### src/rtl/dsca_pkg.sv
// Shared types for the duplicated carry-select adder and its checker.
// Error codes, checker FSM states and the default datapath width.
package dsca_pkg;

    localparam int DSCA_W = 64;

    typedef enum logic [1:0] {
        CHK_OK   = 2'b00,
        CHK_PAR  = 2'b01,
        CHK_DUP  = 2'b10,
        CHK_BOTH = 2'b11
    } chk_err_t;

    typedef enum logic {
        RUN   = 1'b0,
        ALARM = 1'b1
    } st_t;

endpackage

### src/rtl/dsca_parity_tree.sv
// Registered bytewise parity of a and bytewise a/b mismatch flags.
// Loads only when en is high so the flags track the stage1 data.
module dsca_parity_tree #(
    parameter int W = 64
) (
    input  logic           clk,
    input  logic           en,
    input  logic [W-1:0]   a,
    input  logic [W-1:0]   b,
    output logic [W/8-1:0] byte_par,
    output logic [W/8-1:0] byte_neq
);

    always_ff @(posedge clk) begin
        if (en) begin
            for (int i = 0; i < W / 8; i++) begin
                byte_par[i] <= ^a[i*8 +: 8];
                byte_neq[i] <= |(a[i*8 +: 8] ^ b[i*8 +: 8]);
            end
        end
    end

endmodule

### src/rtl/duplicated_adder_checker_64b.sv
// Two-stage checker for duplicated adder results with sticky alarm and error count.
// DSCA_CHK_ERRLOG_EN adds a first-failure log (log_sum, log_syn, log_err).
module duplicated_adder_checker_64b
    import dsca_pkg::*;
#(
    parameter int W     = DSCA_W,
    parameter int CNT_W = 16
) (
    input  logic             clk,
    input  logic             rst,
    input  logic             in_valid,
    output logic             in_ready,
    input  logic [W-1:0]     s,
    input  logic [W-1:0]     s_dup,
    input  logic             ps_pred,
    output logic             out_valid,
    input  logic             out_ready,
    output logic [W-1:0]     out_sum,
    output chk_err_t         out_err,
    output logic             alarm,
    input  logic             clr_alarm,
`ifdef DSCA_CHK_ERRLOG_EN
    output logic [W-1:0]     log_sum,
    output logic [W-1:0]     log_syn,
    output chk_err_t         log_err,
`endif
    output logic [CNT_W-1:0] err_cnt
);

    logic           s1_valid;
    logic [W-1:0]   s1_s;
    logic           s1_ps;
    logic [W/8-1:0] s1_bpar;
    logic [W/8-1:0] s1_bneq;
    logic           s1_load;
    logic           s2_adv;
    logic           hs_err;
    st_t            state, state_nx;

    assign s2_adv   = !out_valid || out_ready;
    assign in_ready = !rst && (!s1_valid || s2_adv);
    assign s1_load  = in_valid && in_ready;
    assign hs_err   = out_valid && out_ready && (out_err != CHK_OK);

    always_ff @(posedge clk) begin
        if (rst) begin
            s1_valid <= 1'b0;
        end else if (in_ready) begin
            s1_valid <= in_valid;
        end
        if (s1_load) begin
            s1_s  <= s;
            s1_ps <= ps_pred;
        end
    end

    dsca_parity_tree #(.W(W)) u_ptree (
        .clk      (clk),
        .en       (s1_load),
        .a        (s),
        .b        (s_dup),
        .byte_par (s1_bpar),
        .byte_neq (s1_bneq)
    );

    always_ff @(posedge clk) begin
        if (rst) begin
            out_valid <= 1'b0;
            out_sum   <= '0;
            out_err   <= CHK_OK;
        end else if (s2_adv) begin
            out_valid <= s1_valid;
            if (s1_valid) begin
                out_sum <= s1_s;
                out_err <= chk_err_t'({|s1_bneq, (^s1_bpar) ^ s1_ps});
            end
        end
    end

    always_comb begin
        state_nx = state;
        unique case (state)
            RUN:     if (hs_err) state_nx = ALARM;
            ALARM:   if (clr_alarm && !hs_err) state_nx = RUN;
            default: state_nx = RUN;
        endcase
    end

    always_ff @(posedge clk) begin
        if (rst) begin
            state <= RUN;
        end else begin
            state <= state_nx;
        end
    end

    assign alarm = (state == ALARM);

    // A simultaneous clear and error restarts the count at one.
    always_ff @(posedge clk) begin
        if (rst) begin
            err_cnt <= '0;
        end else if (hs_err) begin
            if (clr_alarm) begin
                err_cnt <= CNT_W'(1);
            end else if (err_cnt != '1) begin
                err_cnt <= err_cnt + CNT_W'(1);
            end
        end else if (clr_alarm) begin
            err_cnt <= '0;
        end
    end

`ifdef DSCA_CHK_ERRLOG_EN
    logic [W-1:0] s1_dup;
    logic [W-1:0] out_syn;

    always_ff @(posedge clk) begin
        if (s1_load) begin
            s1_dup <= s_dup;
        end
        if (rst) begin
            out_syn <= '0;
        end else if (s2_adv && s1_valid) begin
            out_syn <= s1_s ^ s1_dup;
        end
    end

    // Capture only the first failure since the last clear.
    always_ff @(posedge clk) begin
        if (rst) begin
            log_sum <= '0;
            log_syn <= '0;
            log_err <= CHK_OK;
        end else if (hs_err && (state == RUN || clr_alarm)) begin
            log_sum <= out_sum;
            log_syn <= out_syn;
            log_err <= out_err;
        end else if (clr_alarm) begin
            log_sum <= '0;
            log_syn <= '0;
            log_err <= CHK_OK;
        end
    end
`endif

endmodule

### config.mk
export PLATFORM = sky130hd
export DESIGN_NAME = duplicated_adder_checker_64b
export DESIGN_NICKNAME = d
export VERILOG_FILES = /design/src/rtl/dsca_pkg.sv /design/src/rtl/dsca_parity_tree.sv /design/src/rtl/duplicated_adder_checker_64b.sv
export SDC_FILE = /design/constraint.sdc
export NUM_CORES = 1
export LEC_CHECK = 0
export CAP_MARGIN = 20
export CELL_PAD_IN_SITES_DETAIL_PLACEMENT = 0
export CELL_PAD_IN_SITES_GLOBAL_PLACEMENT = 1
export CORE_ASPECT_RATIO = 1.5
export CORE_MARGIN = 5
export CORE_UTILIZATION = 26
export DETAILED_ROUTE_END_ITERATION = 10
export PLACE_DENSITY = 0.73
export SETUP_SLACK_MARGIN = 0.1
export SLEW_MARGIN = 15
export SYNTH_ARGS = -nofsm -noshare
export SYNTH_HDL_FRONTEND = slang
export SYNTH_HIERARCHICAL = 1
export SYNTH_SLANG_ARGS = --single-unit
### constraint.sdc
create_clock -name clk -period 2.7 [get_ports clk]
set_input_delay 0.27 -clock clk [delete_from_list [all_inputs] [get_ports clk]]
set_output_delay 0.27 -clock clk [all_outputs]
set_load 0.005 [all_outputs]
==> out/summary.txt, run 1 <==
Status -> finished clean
Number of port buffers -> 218
FFs w/ async S/R, synth -> 0
CTS Sinks -> 166
Final wirelength -> 19.8 mm
Drt via density -> 4.43
Initial antenna violation count -> 1
DRC -> 0
Vias -> 5395
Antenna diodes -> 0
EDFF count, synth -> 81
Root buffer cell -> clkbuf_16
DR WL met2 -> 11.3 mm
Reg2Reg Depth -> 5
Syn_nets -> 781
Cells after Synth -> 646
Fill cells -> 2630
Period utilization -> 0.789
Worst R2R Setup Slack -> 790 ps
Layout cell share with drive strength beyond 1 -> 0.0602
I/O pin count -> 219
Met3 wire length -> 1.01 mm
Max VDD drop -> 0.429 mV
Die area -> 0.0303 mm2
Row count -> 73
Largest net degree at the start of global routing -> 68
Initial DRT Pass Iterations -> 6
CTS H-tree lvls -> 4
Final nets -> 1003
Yosys top cell by area -> edfxtp_1
Initial DRC Count -> 256
Non-Filler Instances -> 1218
Chip height -> 211 um
Lkg Pwr -> 0.00349 uW
Starting Density -> 0.264
Register area share after synthesis -> 0.592
Setup TNS -> 0 ps
Worst Path Required -> 2430 ps
Crit-path max FO -> 5
WS Path Type -> reg2out
Dpl hpwl -> 14.9 mm
Library cells used by synthesis -> 43
First-pass GRT wire length -> 30.0 mm
Clock Path Buffers -> 2
All-layer global routing usage -> 0.130
Uppermost layer routed -> met5
Mapped Area -> 0.00698 mm2
Final setup fails -> 0
Worst Hold Class -> in2reg
Post-CTS resize count -> 0
R2r endpoint -> err_cnt[7]
CP Data Arrival Time -> 1860 ps
Clk_skew -> 11.0 ps
RSZ-0062 raised after global routing -> false
Grt total ovfl -> 0
Chip width -> 144 um
Fin crit period -> 2130 ps
Seq cells post-synth -> 166
M1 WL -> 6.94 mm
Worst-path clk slew -> 70 ps
Final Util -> 0.384
Final Slew Violations -> 0
Hold buffer count at CTS -> 0
Layout Cell Area excl Fill -> 0.0102 mm2
Pwr Total -> 6000 uW
Placed instance area -> 0.00961 mm2
Avg Inst Size Synth -> 10.8 um2
Post-CTS setup buffers -> 0
CTS tree -> yes
Vias in the first global route -> 5350
Power density over the cells -> 590 mW/mm2
DR WL/cell -> 16.3 um
Clk_lat worst skew -> 430 ps
Largest cells by area after synthesis -> edfxtp_1 (35%), dfxtp_1 (24%), xor2_1 (9.3%), nand2_1 (7.9%), xnor2_1 (6.4%)
Relative slew slack -> 0.628
Fmax -> 469 MHz
Fin. Hold Viols -> 0
Startpoint types -> flip-flop
DP Cell Count -> 1186
Worst setup EP type -> primary output
Synth warnings -> 6
Critical R2R Launch -> err_cnt[0]
Worst-Margin Slew -> 556 ps
CORE AREA -> 0.0265 mm2
Max Cap Viol -> 0
Placer Congestion -> 0.788
Ys flop type -> dfxtp_1
Synth top area share -> 0.348
Hold Path Stages -> 2
Most frequent cells after synthesis -> nand2_1 (147), dfxtp_1 (85), edfxtp_1 (81), a21oi_1 (75), xor2_1 (74)
Worst setup path endpoint -> in_ready
Most frequent cell after synthesis -> nand2_1
Critical Path Start -> out_valid
Antenna viol nets, final -> 0
Area delta synth->final -> 45.8%
CTS Buf Count -> 17
## report_power, final
group	internal, uW	switching (uW)	total (uW)
registers	2780	52.1	2830
clock network	1290	1060	2350
logic	461	366	826
total	4530	1480	6000
## layout by cell type (no fill, tap or decap), types with 2 or more instances in the layout
cell type / n
a2111o_1: 3
a211oi_1: 2
a21oi_1: 75
a31oi_1: 3
a41oi_1: 2
and2_1: 2
and3_1: 4
and4_1: 2
buf_12: 3
buf_4: 8
clkbuf_16: 17
clkdlybuf4s50_1: 217
clkinv_2: 2
clkinv_4: 3
dfxtp_1: 85
edfxtp_1: 81
inv_1: 5
inv_4: 3
inv_6: 5
mux2i_1: 4
nand2_1: 147
nand3_1: 7
nand4_1: 5
nor2_1: 8
nor2b_1: 2
nor3_1: 4
nor4_1: 20
o211ai_1: 3
o21ai_0: 6
o31ai_1: 2
or3_1: 3
or4_1: 3
xnor2_1: 51
xor2_1: 74
## worst min path at each step
| stage | from | slack, ps | end |
|---|---|---|---|
| floorplan | ps_pred | 370 | s1_ps |
| global placement | out_sum[26] | 440 | out_sum[26] |
| detailed placement | out_sum[23] | 450 | out_sum[23] |
| CTS | rst | 130 | s1_valid |
| global route | rst | 140 | s1_valid |
| finish | rst | 140 | s1_valid |
## routing by layer
| metal | global-route usage | vias up |
|---|---|---|
| li1 | - | 2684 |
| met1 | 0.131 | 2548 |
| met2 | 0.249 | 132 |
| met3 | 0.0333 | 29 |
| met4 | 0.0556 | 2 |
| met5 | 0 | - |
## flip-flops by register name, indices dropped and copies added (netlist names)
register / count
out_err: 2
u_ptree/byte_neq: 8
err_cnt: 16
s1_ps: 1
out_sum: 64
out_valid: 1
u_ptree/byte_par: 8
s1_valid: 1
s1_s: 64
alarm: 1
## worst max-delay path, cell delays in order (launching register included)
cell	delay, ps
dfxtp_1	390
nor2b_1	400
a21oi_1	160
clkdlybuf4s50_1	490
## layout make-up
class                   count  area, um2  area share
multi-input cells         449       2740       0.269
inverters                   5       18.8     0.00184
clock inverters            15        140      0.0138
clock buffers              17        425      0.0418
flip-flops and latches    166       4130       0.406
repair buffers            229       2300       0.226
well taps                 337        422      0.0414
## per-stage QoR
| step | worst slack [ps] | hold slack, ps |
|---|---|---|
| 2_1_floorplan | 521 | 369 |
| 3_3_place_gp | 526 | 441 |
| 3_5_place_dp | 528 | 446 |
| 4_1_cts | 536 | 125 |
| 5_1_grt | 441 | 136 |
| 6_report | 569 | 143 |
## cell families (layout without fill, tap and decap cells)
kind of cell,count (synthesis),count (layout),share of synthesized area
buffers and inverters,31,266,0.0170
multiplexers,4,4,0.00573
AO/OA/AOI/OAI,102,102,0.0831
XOR/XNOR,126,126,0.160
AND/OR/NAND/NOR,216,216,0.140
adder cells (fa/ha/maj),1,1,0.00179
flip-flops,166,166,0.592
Power figures use the tool's default switching activity.
==> inputs of run 2 (changes only) <==
PLACE_DENSITY = 0.71   (was 0.73)
clock period = 2.2 ns   (was 2.7 ns; I/O delays follow)
==> run 2 against run 1 <==
  * Core utilization rose by 0.34 points
  * Worst hold slack got worse by 28 ps
  * Non-clock buffer count rose by 5
  * Critical path depth did not move
  * Routed wire length rose by 2.4%
  * Sequential power rose by 23%
  * Via count did not move
  * Die area did not move
  * Clock-buffer cell count rose by 6
  * Cell count rose by 0.49%
  * Sequential share of layout area fell by 0.36 points
  * Global-route usage rose by 0.47 points
==> out/summary.txt, run 2 (synthesis gave the netlist of run 1 again) <==
Antenna viol nets, final -> 0
Vias -> 5395
Worst Path Required -> 1980 ps
Lkg Pwr -> 0.00352 uW
Final setup fails -> 0
Leading cell type in the layout, fill and taps excluded -> clkdlybuf4s50_1
Starting Density -> 0.264
DR WL met2 -> 11.9 mm
Clock Path Buffers -> 2
Largest registers -> out_sum: 64 flops, s1_s: 64 flops, err_cnt: 16 flops
Placed instance area -> 0.00968 mm2
Area of the multi-input gates -> 0.00275 mm2
Worst-path clk slew -> 60 ps
Initial antenna violation count -> 2
Grt total ovfl -> 0
CTS tree -> yes
CORE AREA -> 0.0265 mm2
First-pass GRT wire length -> 30.8 mm
Pwr Total -> 7460 uW
I/O pin count -> 219
Largest net degree at the start of global routing -> 68
Area delta synth->final -> 47.1%
Chip width -> 144 um
Final Util -> 0.388
Clk_skew -> 7.18 ps
Max VDD drop -> 0.488 mV
Root buffer cell -> clkbuf_16
Crit-path max FO -> 5
Worst setup EP type -> primary output
Initial DRT Pass Iterations -> 5
Row count -> 73
Final Slew Violations -> 0
RSZ-0062 raised after global routing -> false
Worst-Margin Slew -> 500 ps
Period utilization -> 0.883
CTS H-tree lvls -> 4
M1 WL -> 7.13 mm
Max Cap Viol -> 0
Setup TNS -> 0 ps
Fmax -> 515 MHz
Layout Cell Area excl Fill -> 0.0103 mm2
DRC -> 0
WS Path Type -> reg2out
Clk_lat worst skew -> 420 ps
Fin crit period -> 1940 ps
Most frequent cells in the layout -> clkdlybuf4s50_1 (217), nand2_1 (147), dfxtp_1 (85)
Layout cell share with drive strength beyond 1 -> 0.0598
FF/Latch Area -> 0.00413 mm2
Fin. Hold Viols -> 0
DP Cell Count -> 1191
Worst Hold Class -> in2reg
Relative slew slack -> 0.664
Met3 wire length -> 941 um
Placer Congestion -> 0.823
Chip height -> 211 um
Initial DRC Count -> 204
Non-Filler Instances -> 1224
Uppermost layer routed -> met5
Dpl hpwl -> 15.3 mm
Final nets -> 1008
Final wirelength -> 20.3 mm
CP Data Arrival Time -> 1720 ps
Status -> finished clean
Critical R2R Launch -> err_cnt[0]
All-layer global routing usage -> 0.135
Number of port buffers -> 218
Startpoint types -> flip-flop
Fill cells -> 2627
Power density over the cells -> 726 mW/mm2
Hold_sp -> rst
DR WL/cell -> 16.6 um
Post-CTS setup buffers -> 0
Vias in the first global route -> 5513
Drt via density -> 4.41
CTS Buf Count -> 17
CTS Sinks -> 166
Critical Path Start -> out_valid
Die area -> 0.0303 mm2
## run 2: changes by cell type in the layout (fill, tap and decap cells not counted), sizes merged
cell,change
buf,+5
bufinv,+1
clkinvlp,+2
diode,+1
clkinv,-1
inv,-8
clkbuf,+6
## run 2: routing by layer
layer,track usage,vias to the layer above
met5,0,-
met1,0.135,2536
met3,0.0326,22
met2,0.264,137
met4,0.0478,4
li1,-,2696
## run 2: worst paths after layout
path / to / depth (start not counted) / slack (ps)
hold reg to reg: out_sum[3] / 2 / 450
setup / recovery: in_ready / 3 / 260
hold / removal: out_err[1] / 2 / 110
setup reg to reg: err_cnt[8] / 5 / 330
## run 2: per-stage QoR
step	hold slack, ps	setup WS (ps)
final	115	258
after global routing	93.7	150
after CTS	91.3	116
after detailed placement	446	215
after global placement	441	232
after floorplan	319	430
## run 2: final cells by class
class	count	area share
repair buffers	234	0.230
clock inverters	9	0.00975
diodes	1	0.000244
well taps	337	0.0411
clock buffers	23	0.0476
multi-input cells	449	0.267
inverters	5	0.00183
flip-flops and latches	166	0.402
## run 2: worst max-delay path: stages, from the launching register on
cell and delay (ps):
dfxtp_1 340, nor2b_2 200, a21oi_1 200, clkdlybuf4s50_1 560
## run 2: power breakdown
part           switching (uW)  internal, uW
clock network            1170          1790
logic                     448           574
registers                66.3          3410
## run 2: timing repair
| action | CTS | global route |
|---|---|---|
| endpoints found under the hold margin | 0 | 0 |
| hold buffers | 0 | 0 |
| endpoints found under the setup margin | 0 | 1 |
| gates resized for setup | 0 | 1 |
==> inputs of run 3 (changes only) <==
clock period = 1.8 ns   (was 2.2 ns; I/O delays follow)
==> run 3 against run 2 <==
  * Sequential share of layout area fell by 1.4 points
  * Combinational power grew 29%
  * Cell count is 2.5% higher
  * Clock power increased by 30%
  * First-iteration DRC count is 4.9% higher
  * Core utilization is 1.5 points higher
  * Setup slack worse by 110 ps
  * Non-clock buffer count rose by 31
  * Sequential power grew 22%
  * Critical endpoint is now err_cnt[8]
==> out/summary.txt, run 3 (synthesis gave the netlist of run 1 again) <==
Fmax -> 604 MHz
First-pass GRT wire length -> 30.9 mm
Most frequent cells in the layout -> clkdlybuf4s50_1 (216), nand2_1 (147), edfxtp_1 (81)
Initial antenna violation count -> 1
Vias in the first global route -> 5578
I/O pin count -> 219
Setup TNS -> 0 ps
Number of port buffers -> 218
DRC -> 0
Grt total ovfl -> 0
Leading cell type in the layout, fill and taps excluded -> clkdlybuf4s50_1
Relative slew slack -> 0.685
Chip height -> 211 um
Worst Hold Class -> in2reg
Area delta synth->final -> 52.7%
Initial DRT Pass Iterations -> 4
Fill cells -> 2575
Layout Cell Area excl Fill -> 0.0107 mm2
Reg2Reg Depth -> 5
CTS Sinks -> 166
Placer Congestion -> 0.817
Vias -> 5479
Worst Path Required -> 2170 ps
Fin. Hold Viols -> 0
Worst R2R Setup Slack -> 140 ps
Final setup fails -> 0
Clock Path Buffers -> 2
CORE AREA -> 0.0265 mm2
CP Data Arrival Time -> 2020 ps
RSZ-0062 raised after global routing -> false
Starting Density -> 0.264
Worst setup path endpoint -> err_cnt[8]
Lkg Pwr -> 0.00375 uW
Most Crowded Layer GR -> met2
Startpoint types -> flip-flop
Final Util -> 0.402
M3 GR Usage -> 0.0374
Pwr Total -> 9430 uW
DR WL/cell -> 16.4 um
Crit-path max FO -> 4
R2r endpoint -> err_cnt[8]
Chip width -> 144 um
Final wirelength -> 20.6 mm
Met2 Resource Use GR -> 0.255
Drt via density -> 4.37
Root buffer cell -> clkbuf_16
WS Path Type -> reg2reg
Critical Path Start -> err_cnt[0]
Clk_skew -> 8.16 ps
CTS Buf Count -> 17
All-layer global routing usage -> 0.135
GR Util met1 -> 0.136
Dpl hpwl -> 15.7 mm
Hold WS -> 171 ps
Worst setup EP type -> flip-flop
Antenna diodes -> 0
Initial DRC Count -> 214
Largest net degree at the start of global routing -> 41
Worst-Margin Slew -> 473 ps
Antenna viol nets, final -> 0
Largest registers -> out_sum: 64 flops, s1_s: 64 flops, err_cnt: 16 flops
Max VDD drop -> 0.649 mV
Critical R2R Launch -> err_cnt[0]
Fin crit period -> 1660 ps
Clk_lat worst skew -> 430 ps
Worst-path clk slew -> 70 ps
Row count -> 73
CTS tree -> yes
Placed instance area -> 0.00995 mm2
Status -> finished clean
Max Cap Viol -> 0
Final nets -> 1039
Layout cell share with drive strength beyond 1 -> 0.113
Die area -> 0.0303 mm2
Final Slew Violations -> 0
CTS H-tree lvls -> 4
Power density over the cells -> 884 mW/mm2
Period utilization -> 0.920
## run 3: changes by cell type in the layout (fill, tap and decap cells not counted), sizes merged
cell / before / now
buf: 17 / 48
bufinv: 2 / 0
clkbuf: 23 / 26
clkdlybuf4s50: 217 / 216
clkinvlp: 2 / 0
diode: 1 / 0
dlygate4sd2: 0 / 1
inv: 6 / 7
## run 3: worst max-delay path: stages, from the launching register on
cell,delay (ps)
dfxtp_2,360
ha_4,140
inv_2,50
or3_4,390
or4_4,520
a21oi_2,130
## run 3: final cells by class
class / count / area [um2] / area share
Sequential cell: 166 / 4140 / 0.388
Multi-Input combinational cell: 449 / 2810 / 0.263
Timing Repair Buffer: 265 / 2620 / 0.246
Clock buffer: 26 / 607 / 0.0569
Tap cell: 337 / 422 / 0.0396
Clock inverter: 6 / 42.5 / 0.00399
Inverter: 5 / 18.8 / 0.00176
## run 3: per-layer routing
layer,part of all wire,up-vias
li1,-,2752
met1,0.35,2555
met2,0.56,136
met3,0.054,34
met4,0.031,2
met5,0.00097,-
## run 3: worst min-delay path by stage
stage	to	from	slack, ps	depth (start not counted)
after floorplan	s1_ps	ps_pred	280	0
after global placement	out_sum[26]	out_sum[26]	440	2
after detailed placement	out_sum[21]	out_sum[21]	450	2
after CTS	err_cnt[7]	rst	150	3
after global routing	err_cnt[7]	rst	190	3
final	err_cnt[7]	rst	170	3
## run 3: power breakdown
part           switching, uW  leakage (uW)  internal (uW)
Clock                   1520      0.000324           2350
Combinational            567       0.00197            752
Sequential              79.0       0.00146           4170
Total                   2160       0.00375           7260
## run 3: metrics by stage
step	cells	setup slack [ps]
6_report	1254	144
3_5_place_dp	1222	-89.6
2_1_floorplan	646	116
3_3_place_gp	1222	-106
4_1_cts	1254	107
5_1_grt	1254	95.0
## run 3: timing repair
item                       CTS  global route
setup buffers                0             0
pin swaps                    4             0
setup endpoints to repair    7             6
hold buffers                 0             0
gates cloned                 0             0
gates resized for setup      6            10
